File: config.mk
export PLATFORM = sky130hd
export DESIGN_NAME = seg7_scan_reader
export DESIGN_NICKNAME = d
export VERILOG_FILES = /design/src/rtl/seg7_scan_reader.sv
export SDC_FILE = /design/constraint.sdc
export NUM_CORES = 1
export LEC_CHECK = 0
export CAP_MARGIN = 20
export CORE_ASPECT_RATIO = 0.6
export CORE_UTILIZATION = 42
export DETAILED_ROUTE_END_ITERATION = 7
export MAX_ROUTING_LAYER = met4
export PLACE_DENSITY = 0.82
export SYNTH_ARGS = -nofsm -noshare
export SYNTH_HDL_FRONTEND = slang
export SYNTH_SLANG_ARGS = --single-unit
File: constraint.sdc
create_clock -name clk -period 0.8 [get_ports clk]
set_clock_uncertainty 0.05 [all_clocks]
set_input_delay 0.24 -clock clk [delete_from_list [all_inputs] [get_ports clk]]
set_output_delay 0.24 -clock clk [all_outputs]
set_load 0.005 [all_outputs]
File: src/rtl/seg7_scan_reader.sv
// seg7_scan_reader: recovers per-digit BCD, decimal point and error flags from a multiplexed 7-segment bus; SEG7_FILTER_EN adds the stability filter.
// Latency: commit STABLE_CNT-1 edges after a pattern first appears (same edge without the filter); frame_done one edge after the completing commit.
// Backpressure: none; a passive monitor that samples every cycle and never stalls the display path.
module seg7_scan_reader #(
    parameter int NDIG       = 4,
    parameter int STABLE_CNT = 3
) (
    input  logic                clk,
    input  logic                rst_n,
    input  logic [7:0]          seg,
    input  logic [NDIG-1:0]     dig_en,
    output logic [4*NDIG-1:0]   bcd,
    output logic [NDIG-1:0]     dp,
    output logic [NDIG-1:0]     valid,
    output logic [NDIG-1:0]     err,
    output logic                frame_done
);

    if (NDIG < 1) begin : g_bad_ndig
        $error("seg7_scan_reader: NDIG must be at least 1");
    end
    if (STABLE_CNT < 1) begin : g_bad_stable_cnt
        $error("seg7_scan_reader: STABLE_CNT must be at least 1");
    end

    typedef struct packed {
        logic [NDIG-1:0] dig_en;
        logic [7:0]      seg;
    } sample_t;

    sample_t         cur;
    logic            scan_ok;
    logic            commit;
    logic            dec_hit;
    logic            blank;
    logic [3:0]      dec_val;
    logic [NDIG-1:0] seen;
    logic [NDIG-1:0] seen_base;
    logic            seen_full;

    assign cur     = {dig_en, seg};
    // Blanking (no digit) and ghosting (several digits) are both ignored.
    assign scan_ok = $onehot(dig_en);
    assign blank   = (seg[6:0] == 7'h00);

    always_comb begin
        dec_hit = 1'b1;
        dec_val = 4'd0;
        case (seg[6:0])
            7'h3F:   dec_val = 4'd0;
            7'h06:   dec_val = 4'd1;
            7'h5B:   dec_val = 4'd2;
            7'h4F:   dec_val = 4'd3;
            7'h66:   dec_val = 4'd4;
            7'h6D:   dec_val = 4'd5;
            7'h7D:   dec_val = 4'd6;
            7'h07:   dec_val = 4'd7;
            7'h7F:   dec_val = 4'd8;
            7'h6F:   dec_val = 4'd9;
            default: dec_hit = 1'b0;
        endcase
    end

`ifdef SEG7_FILTER_EN
    localparam int CW = $clog2(STABLE_CNT + 1);

    sample_t        prev;
    logic [CW-1:0]  cnt;
    logic [CW-1:0]  cnt_nxt;
    logic [CW:0]    cnt_inc;

    // Commit only on the edge the run length first reaches STABLE_CNT, so a
    // held pattern saturates instead of recommitting.
    always_comb begin
        cnt_inc = {1'b0, cnt} + (CW+1)'(1);
        cnt_nxt = CW'(1);
        commit  = 1'b0;
        if (!scan_ok) begin
            cnt_nxt = '0;
        end else if (cur == prev && cnt != '0) begin
            if (cnt_inc >= (CW+1)'(STABLE_CNT))
                cnt_nxt = CW'(STABLE_CNT);
            else
                cnt_nxt = cnt_inc[CW-1:0];
            commit = (cnt_inc == (CW+1)'(STABLE_CNT));
        end else begin
            commit = (STABLE_CNT == 1);
        end
    end

    always_ff @(posedge clk or negedge rst_n) begin
        if (!rst_n) begin
            prev <= '0;
            cnt  <= '0;
        end else begin
            prev <= cur;
            cnt  <= cnt_nxt;
        end
    end
`else
    assign commit = scan_ok;
`endif

    // A full mask is held for one cycle; the following edge pulses frame_done
    // and restarts the mask, keeping any commit on that edge for the next frame.
    assign seen_full = (seen == '1);
    assign seen_base = seen_full ? '0 : seen;

    always_ff @(posedge clk or negedge rst_n) begin
        if (!rst_n) begin
            bcd        <= '0;
            dp         <= '0;
            valid      <= '0;
            err        <= '0;
            frame_done <= 1'b0;
            seen       <= '0;
        end else begin
            frame_done <= seen_full;
            seen       <= commit ? (seen_base | cur.dig_en) : seen_base;
            if (commit) begin
                for (int i = 0; i < NDIG; i++) begin
                    if (cur.dig_en[i]) begin
                        dp[i] <= cur.seg[7];
                        if (dec_hit) begin
                            bcd[4*i +: 4] <= dec_val;
                            valid[i]      <= 1'b1;
                            err[i]        <= 1'b0;
                        end else if (blank) begin
                            valid[i] <= 1'b0;
                            err[i]   <= 1'b0;
                        end else begin
                            valid[i] <= 1'b0;
                            err[i]   <= 1'b1;
                        end
                    end
                end
            end
        end
    end

endmodule

; Word-level counts from Yosys, hierarchy flattened
; Index checks and enable logic that the tools add are counted.
[op_classes]
addsub = 3
eq_ne = 12
muxes = 7
n_bitwise = 1
n_reduce_logical = 10
[ops]
columns = cell, n
row1 = "7-bit equality test, second input constant", 7
row2 = 4-bit case mux with 9 select lines, 1
row3 = "7-bit by 3-bit equality test with 1-bit output, second input constant", 2
row4 = 3-bit AND reduction, 4
row5 = 10-bit OR reduction, 1
row6 = 4-bit two-way mux, 2
row7 = 2-bit AND reduction, 4
row8 = "7-bit by 6-bit equality test with 1-bit output, second input constant", 1
row9 = 7-bit logical NOT, 1
row10 = 1-bit by 1-bit adder with 2-bit output, 2
row11 = "4-bit equality test, second input constant", 1
row12 = 1-bit two-way mux, 4
row13 = 4-bit bitwise OR, 1
row14 = 2-bit by 2-bit adder with 3-bit output, 1
row15 = "3-bit by 1-bit equality test with 1-bit output, second input constant", 1
[word_totals]
reg_bits = 33
out_inout_bits = 29

; Depth between registers and ports, before layout
[logic_depth]
depth_word = 4
mapped_depth = 9

; Worst setup path after synthesis
; No wires, ideal clock.
[synth_timing]
path_kind = in2reg
from = input dig_en[0]
to = register bcd[4]
setup_ps = 128
t_arrival_ps = 2566
required_ps = 622
path_slack_ps = -1943
cell_stages = 9
n_path_buf = 0
path_cell_list = inv_1 > fa_1 > inv_1 > ha_1 > ha_1 > nor3b_1 > nand2_1 > a21oi_4 > mux2_1
[synth_between]
elab_chain_len = 4
[synth_lines]
columns = element, line_no
row1 = from (decl), 11  ; input logic [NDIG-1:0] dig_en,
row2 = 1-bit by 1-bit adder with 2-bit output (not written as such), 43  ; assign scan_ok = $onehot(dig_en);
row3 = 2-bit by 2-bit adder with 3-bit output (not written as such), 43
row4 = 3-bit by 1-bit equality test with 1-bit output, 43
row5 = 3-bit AND reduction (no source line), --
row6 = "to (signal, indexed assignment)", 125  ; bcd[4*i +: 4] <= dec_val;
row7 = to (decl), 12  ; output logic [4*NDIG-1:0] bcd,
; No other way between the ends.
; A chain may end at the register's enable or synchronous reset.

; Worst setup path after layout
[layout_timing]
from = input dig_en[1]
to = register bcd[13]
; Same word-level chain as after synthesis.

==> metrics <==
status=finished with violations; failing checks=setup timing; fin crit period=2240 ps; share of layout cells above drive strength 1=63.2%; Synth Instances=130; post-synthesis adder-cell area fraction=2.91%; Top Ports=43; Port Buffer Count=42; Tightest Pin Transition=475 ps; P&R area growth vs syn=73.4%; cts hold-fix bufs=0; final hold vios=0; mux cell area share after synthesis=10.2%; DRT Pass-1 Iters=4; register cell area after layout=826 µm²; worst vdd ir=0.00141 V; Setup CP Type=in -> reg; FFs w/ async S/R, synth=100%; DRT iter0 DRCs=91; floorplan row count=16; initial antenna violation count=0; # diodes=0; Post-Synthesis Mean Instance Area=11.9 µm²; CP Launch Type=input pin; main combinational cell family by area after synthesis=compound AO/OA/AOI/OAI gates; Die Wd=80.3 µm; Setup WS pre-CTS=-2200 ps; Post-Synth XOR/XNOR Area=0.567%; first-pass GRT wire length=7.42 mm; EDFF count, synth=0; Root Driver=clkbuf_8; Synth area leader=dfrtp_1; Die Span Y=49.0 µm; wire per inst=20.0 µm; clock slew at reported path FFs=80 ps; Non-Filler Cell Area, Final=0.00268 mm²; Top FF cell, synth=dfrtp_1; Data arrival, critical path=2360 ps; maximum fanout along the worst path=4; post-route insts no fill=279; CTS H-Tree Depth=2; top cell type's share of synthesized area=53.4%; gr usage total=26.9%; CTS tree=yes; synth unique cells=37; Hold WC Path Type=in -> async; Slew Limit Fails=0; WP data required=920 ps; Critical Path Sink Type=flip-flop; Layout fillers=183; clk buf depth=2; Mapped Area=0.00155 mm²; flops & latches, synth=33; synth warn=0; relative slew slack=68.2%; Synth Area in Simple Gates=11.3%; Via density=5.45; sequential share of the synthesized area=53.4%; post-synth net total=147; Placed Cells=246; clk_lat worst skew=290 ps; Initial Util=45.7%; final setup violation count=62; die area=0.00393 mm²; HPWL after DPL=2.97 mm; Max Cap Viol=0; Compound-Gate Fraction of Synth Area=17.6%; main area contributors after synthesis=dfrtp_1, mux2_4, a21oi_4, o21ai_0, nand2_1; Leakage=1.37 nW; Post-DRT Antenna Nets=0; number of global-route vias before repair=1,520; RSZ-0062 raised after global routing=true; PD cells=2460 mW/mm²; area of the multi-input gates=845 µm²; Final Total Pwr=6.60 mW; largest net degree at the start of global routing=34; fmax=447 MHz; # DRC=0; Final period util=279%; worst setup margin=-1440 ps; Nets=250; Placer Congestion=0.946; Placed Instance Area=0.00229 mm²; drt total wl=5.59 mm; Core Area=0.00338 mm²; via count=1,520; CTS sink count=33; Sum Neg Setup Slack=-50,140 ps; TritonCTS Buffers=5; gr ovfl total=0
==> state kept, by name, summed over array words and instances (netlist names) <==
signal      cells
frame_done      1
dp              4
seen            4
err             4
bcd            16
valid           4
==> metrics by stage <==
step                      hold slack [ps]  utilization [%]
after floorplan                      -106                -
after CTS                             271             72.0
after global placement                408             67.8
after global routing                  279             79.2
after detailed placement              413             67.8
final                                 262             79.2
==> placed cells by master, fill, tap and decap left out, types with 2 or more instances in the layout <==
master,count
nand4_1,2
clkbuf_8,6
a21o_1,4
ha_4,2
buf_2,29
o21ai_2,4
nand2_2,11
o32ai_2,3
dfrtp_1,33
inv_1,8
buf_8,2
buf_4,42
nand2_1,8
o21ai_1,8
inv_2,2
dlymetal6s2s_1,5
a21oi_4,5
mux2_2,3
clkdlybuf4s50_1,5
mux2_4,9
buf_6,14
==> critical path: stages <==
cell and delay, ps:
buf_8 80, inv_4 30, fa_1 540, inv_2 50, ha_4 160, ha_4 210, nor3b_4 330, nand2_2 150
a21oi_4 230, mux2_4 320
==> synthesized netlist by cell type, types with 2 or more instances <==
cell type   n
dfrtp_1    33
ha_1        2
mux2_2      4
nand2_1    16
nand4_1     2
nand2_2     3
o32ai_1     4
a21oi_1     2
a21o_1      4
mux2_4      6
or3_1       2
inv_1      12
o21ai_0    12
a21oi_4     4
mux2_1      2
==> cell families after synthesis <==
logic type      after synthesis
simple gates                 33
buf+inv                      14
xor+xnor                      1
flops                        33
mux                          12
fa+ha+maj                     3
compound gates               34
==> power breakdown <==
part	total [mW]	leakage [nW]	switching, mW	internal, mW
Sequential	2.48	0.417	0.301	2.18
Clock	1.68	0.0585	0.664	1.02
Combinational	2.44	0.894	1.09	1.35
Total	6.60	1.37	2.05	4.55
==> layer usage <==
layer | vias to the layer above | share of wire [%] | global-route usage, %
met5 | - | 0 | -
met3 | 22 | 4.9 | 7.10
met4 | 0 | 3.8 | 12.8
li1 | 663 | - | -
met2 | 61 | 49 | 44.6
met1 | 774 | 42 | 30.6
==> worst paths after layout <==
check,start,end,slack [ps],cells past startpoint
worst max-delay path,dig_en[1],bcd[13],-1440,10
worst min-delay path,rst_n,seen[1],260,2
worst max register to register,valid[3],valid[3],-320,4
worst min register to register,valid[2],valid[2],440,1
max in group asynchronous,rst_n,bcd[12],260,2
min in group clk,valid[2],valid[2],440,1
==> final cells by class <==
class                      count  area share (%)
clock buffer                   7            3.22
inverter                      12            2.06
sequential                    33            30.8
clock inverter                 1            1.12
multi-input combinational     83            31.5
timing repair buffer          98            29.1
tap                           45            2.10
==> repair_timing <==
| action | CTS | global route |
|---|---|---|
| pin swaps | 13 | 17 |
| buffers inserted | 11 | 18 |
| gates resized for setup | 157 | 44 |
| endpoints found under the setup margin | 61 | 62 |
(Power assumes the default switching activity.)
